File: src/rtl/life_grid_engine_pkg.sv
// Shared constants, neighbour-count type and flat cell indexing for the
// Life grid engine.
package life_pkg;

  localparam int unsigned BIRTH_CNT   = 3;
  localparam int unsigned SURVIVE_CNT = 2;

  typedef logic [3:0] ncount_t;

  function automatic int idx(int r, int c, int cols);
    return r * cols + c;
  endfunction

endpackage

File: src/rtl/life_grid_engine_cell.sv
// Next-state rule for one cell: birth on exactly BIRTH_CNT live neighbours,
// survival on SURVIVE_CNT when already alive.
module life_cell_next
  import life_pkg::*;
(
  input  logic [7:0] nbr,
  input  logic       self,
  output logic       nxt
);

  ncount_t cnt;

  always_comb begin
    cnt = '0;
    for (int unsigned i = 0; i < 8; i++) begin
      cnt = cnt + ncount_t'(nbr[i]);
    end
    nxt = (cnt == ncount_t'(BIRTH_CNT)) ||
          (self && (cnt == ncount_t'(SURVIVE_CNT)));
  end

endmodule

File: src/rtl/life_grid_engine.sv
// Conway Life grid engine: one generation per advance, load/advance/hold
// priority, toroidal or dead-border edges chosen by WRAP.
module life_grid_engine
  import life_pkg::*;
#(
  parameter int ROWS  = 16,
  parameter int COLS  = 16,
  parameter int WRAP  = 1,
  parameter int GEN_W = 16
) (
  input  logic                 clk,
  input  logic                 areset,
  input  logic                 load,
  input  logic [ROWS*COLS-1:0] data,
  input  logic                 run,
  input  logic                 step,
  output logic [ROWS*COLS-1:0] q,
  output logic [GEN_W-1:0]     gen_count,
  output logic                 stable,
  output logic                 empty
);

  logic [ROWS*COLS-1:0] nxt_grid;
  logic                 step_d;
  logic                 step_armed;
  logic                 step_edge;
  logic                 advance;

  // Each cell sees a 3x3 window; the centre bit is the cell itself.
  for (genvar r = 0; r < ROWS; r++) begin : g_row
    for (genvar c = 0; c < COLS; c++) begin : g_col
      logic [8:0] win;
      for (genvar dr = 0; dr < 3; dr++) begin : g_dr
        for (genvar dc = 0; dc < 3; dc++) begin : g_dc
          localparam int RR = r + dr - 1;
          localparam int CC = c + dc - 1;
          localparam bit INSIDE = (RR >= 0) && (RR < ROWS) && (CC >= 0) && (CC < COLS);
          localparam int RW = (RR + ROWS) % ROWS;
          localparam int CW = (CC + COLS) % COLS;
          if ((WRAP != 0) || INSIDE) begin : g_live
            assign win[dr*3+dc] = q[idx(RW, CW, COLS)];
          end else begin : g_dead
            assign win[dr*3+dc] = 1'b0;
          end
        end
      end

      life_cell_next u_cell (
        .nbr  ({win[8:5], win[3:0]}),
        .self (win[4]),
        .nxt  (nxt_grid[idx(r, c, COLS)])
      );
    end
  end

  // step_armed blocks a step that was already high across reset release
  // from being seen as a fresh rising edge; it arms once step is seen low.
  assign step_edge = step & ~step_d & step_armed;
  assign advance   = run | step_edge;
  assign empty     = ~|q;

  always_ff @(posedge clk or posedge areset) begin
    if (areset) begin
      q          <= '0;
      gen_count  <= '0;
      stable     <= 1'b0;
      step_d     <= 1'b0;
      step_armed <= 1'b0;
    end else begin
      step_d <= step;
      if (!step) begin
        step_armed <= 1'b1;
      end
      if (load) begin
        q         <= data;
        gen_count <= '0;
        stable    <= 1'b0;
      end else if (advance) begin
        q         <= nxt_grid;
        gen_count <= gen_count + GEN_W'(1);
        stable    <= (nxt_grid == q);
      end
    end
  end

endmodule
File: config.mk
export PLATFORM = sky130hd
export DESIGN_NAME = life_grid_engine
export DESIGN_NICKNAME = d
export VERILOG_FILES = /design/src/rtl/life_grid_engine_pkg.sv /design/src/rtl/life_grid_engine_cell.sv /design/src/rtl/life_grid_engine.sv
export SDC_FILE = /design/constraint.sdc
export NUM_CORES = 2
export LEC_CHECK = 0
export CAP_MARGIN = 20
export CORE_MARGIN = 5
export CORE_UTILIZATION = 53
export DETAILED_ROUTE_END_ITERATION = 10
export PLACE_DENSITY = 0.85
export SLEW_MARGIN = 20
export SYNTH_ARGS = -nofsm -noshare
export SYNTH_HDL_FRONTEND = slang
export SYNTH_SLANG_ARGS = --single-unit
File: constraint.sdc
create_clock -name clk -period 13.95 [get_ports clk]
set_clock_uncertainty 0.15 [all_clocks]
set_input_delay 3.4875 -clock clk [delete_from_list [all_inputs] [get_ports clk]]
set_output_delay 3.4875 -clock clk [all_outputs]
set_load 0.1 [all_outputs]
==> results.yml <==
sta:
  rsz0062_at_grt: "false"
  relSlewSlack_pct: 9.00
  finalSetupViolations: 0
  period_needed_ns: 8.80
  tightest_slew_ns: 1.35
  report.final.slew_viol_count: 0
  fmax_mhz: 114
  finalCritPeriodShare_pct: 63.0
  finalHoldViolCount: 0
  fin_tns_setup_ns: 0
detailed_routing:
  drc_errors: 0
  viasPerCell: 6.64
  ant_nets: 0
  first_pass_iters: 9
  wl_per_cell_um: 38.6
  routed_wirelength_mm: 372
  dr_total_vias: 64000
  drt-initial-drc-count: 9598
global_route:
  antenna_found_initial: 66
  track_usage_pct: 55.4
  grt_pass1_wl_mm: 500
  grt_max_degree: 118
  grt_pass1_vias: 61800
  grt-ovfl-total: 0
floorplanning:
  die_width_um: 364
  die_h_um: 364
  start_util_pct: 53.1
  rows: 130
  die_area_mm2: 0.133
  boundaryPins: 535
  core_area_mm2: 0.125
logic_synthesis:
  yosysMostFrequentCell: "inv_1"
  yosysWarnings: 0
  ys_seq_elements: 275
  synth_cell_types: 86
  synthTopCellsByArea: "fa_1 31%, ha_1 17%, dfrtp_1 10%"
  yosys.area.top_type: "fa_1"
  yosysTopAreaCellShare_pct: 30.9
  async_flop_share_pct: 100
  netlist_area_mm2: 0.0664
  netlist_instances: 7570
  ys_seq_area_share_pct: 10.4
  ys.flop_type: "dfrtp_1"
  synth_edf_count: 0
  syn_area_per_cell_um2: 8.78
  synth_common_cells: "1829 x inv_1, 1024 x fa_1, 897 x ha_1"
  postSynthNetCount: 9752
layout:
  fillers: 11000
  drive_gt1_share_pct: 3.55
  register_area_mm2: 0.00688
  final_nets: 10100
  final_util_pct: 59.5
  multi_input_area_mm2: 0.0505
  syn_to_final_growth_pct: 11.9
cts:
  cts_hold_buffers: 0
  clk_path_buf_depth: 3
  cts_resized: 0
  clock_latency_ns: 0.71
  clkTransAtPathRegs_ns: 0.06
  cts_htree_levels: 2
  cts_made_buffers: 46
  clock_sinks: 275
  root_buffer: "clkbuf_16"
  tritoncts: "built"
  post_cts_buffers: 0
setup_path:
  worstPathRequired_ns: 10.31
  crit_chain: "inv_1 > ha_1 > nand4_1 > nor4_1 > nand4_1 > nor2_1 > clkdlybuf4s50_1"
  path_class: "flop to output pin"
  cpMaxStageDelayCell: "clkdlybuf4s50_1"
  r2r_start: "q[169]"
  crit_top_cell: "nand4_1"
  rr_worst_depth: 17
  r2r_end: "stable"
  crit_buf_inv: 2
  critPathMaxFanout: 8
  rrSetupSlack_ns: 6.93
  cp_top_family: "simple AND/OR/NAND/NOR gates"
  crit_arrival_ns: 5.16
  cpPeakStageDelay_ns: 1.23
  critPathLaunchType: "flop"
  crit_cells: 7
  critPathCaptureType: "output pin"
min_path:
  min_from: "step_armed"
  hold_depth: 1
  hold_path.class: "flop to flop"
  holdPathEnd: "step_armed"
placed_design:
  gp_congestion: 1.20
  portBuffers: 534
  hpwl_mm: 316
job:
  drv_cap: 0
outcome:
  status: "finished clean"
==> placed cells by master, fill, tap and decap left out, types with 49 or more instances in the layout <==
master,instances
a21o_1,60
nor3b_1,154
inv_1,1828
nor2b_1,118
o21ai_0,148
a22o_1,58
o31ai_1,107
nand2_1,445
a21oi_1,438
nand2b_1,103
nand3_1,140
nor2_1,447
a211oi_1,100
buf_4,130
ha_1,897
clkbuf_16,49
fa_1,1024
clkdlybuf4s50_1,526
nand4_1,127
nor4b_1,52
a31oi_1,63
dfrtp_1,275
==> worst max-delay path by stage <==
stage / from / to / slack [ns]
after CTS: q[241] / empty / 5.43
after floorplan: areset / gen_count[0] / 2.73
after global routing: q[41] / empty / 5.27
final: q[126] / empty / 5.15
after detailed placement: q[241] / empty / 6.14
after global placement: q[241] / empty / 6.14
==> cell type report <==
class	instances	area share, %
Antenna cell	40	0.135
Clock buffer	70	1.96
Clock inverter	13	0.293
Inverter	1831	9.25
Multi-Input combinational cell	5092	67.8
Sequential cell	275	9.25
Tap cell	1650	2.78
Timing Repair Buffer	664	8.50
==> worst reg2reg max path: stages, from the launching register on <==
cell and delay, ns:
dfrtp_1 0.68, inv_1 0.35, ha_1 0.38, inv_1 0.08, fa_1 0.57, fa_1 0.43
inv_1 0.07, fa_1 0.18, inv_1 0.07, fa_1 0.43, a211oi_1 0.36, o21ai_0 0.50
a32oi_1 0.97, nand4b_1 0.68, nor4_1 0.50, and4_1 0.36, nand4_1 0.13, nand2_1 0.09
==> layer usage <==
layer,wire [µm],global-route usage [%],vias up
met3,58200,26.4,1635
li1,-,-,25200
met1,125000,64.7,31500
met4,46200,51.0,28
met2,143000,74.5,5674
met5,346,0.581,-
==> stage by stage <==
step | cell area, µm² | hold slack, ns | setup slack (ns) | std cells
after floorplan | 66400 | 0.277 | 2.73 | 7570
after global placement | 72600 | 0.292 | 6.14 | 9510
after detailed placement | 72600 | 0.298 | 6.14 | 9512
after CTS | 74200 | 0.314 | 5.43 | 9595
after global routing | 74300 | 0.364 | 5.27 | 9599
final | 74400 | 0.314 | 5.15 | 9635
==> cells by family after synthesis <==
family,count (synthesis),synth area share [%]
buf+inv,2203,13.9
fa+ha+maj,1921,47.7
simple gates,1852,14.7
compound gates,1218,11.8
flops,275,10.4
mux,61,0.947
xor+xnor,40,0.527
==> flip-flops by register name, indices dropped and copies added, names as in the netlist <==
signal	cells
step_d	1
gen_count	16
step_armed	1
q	256
stable	1
Power is left out: the tool's default activity adds up to more than one toggle a clock period on the data nets, which glitch-free logic cannot reach.
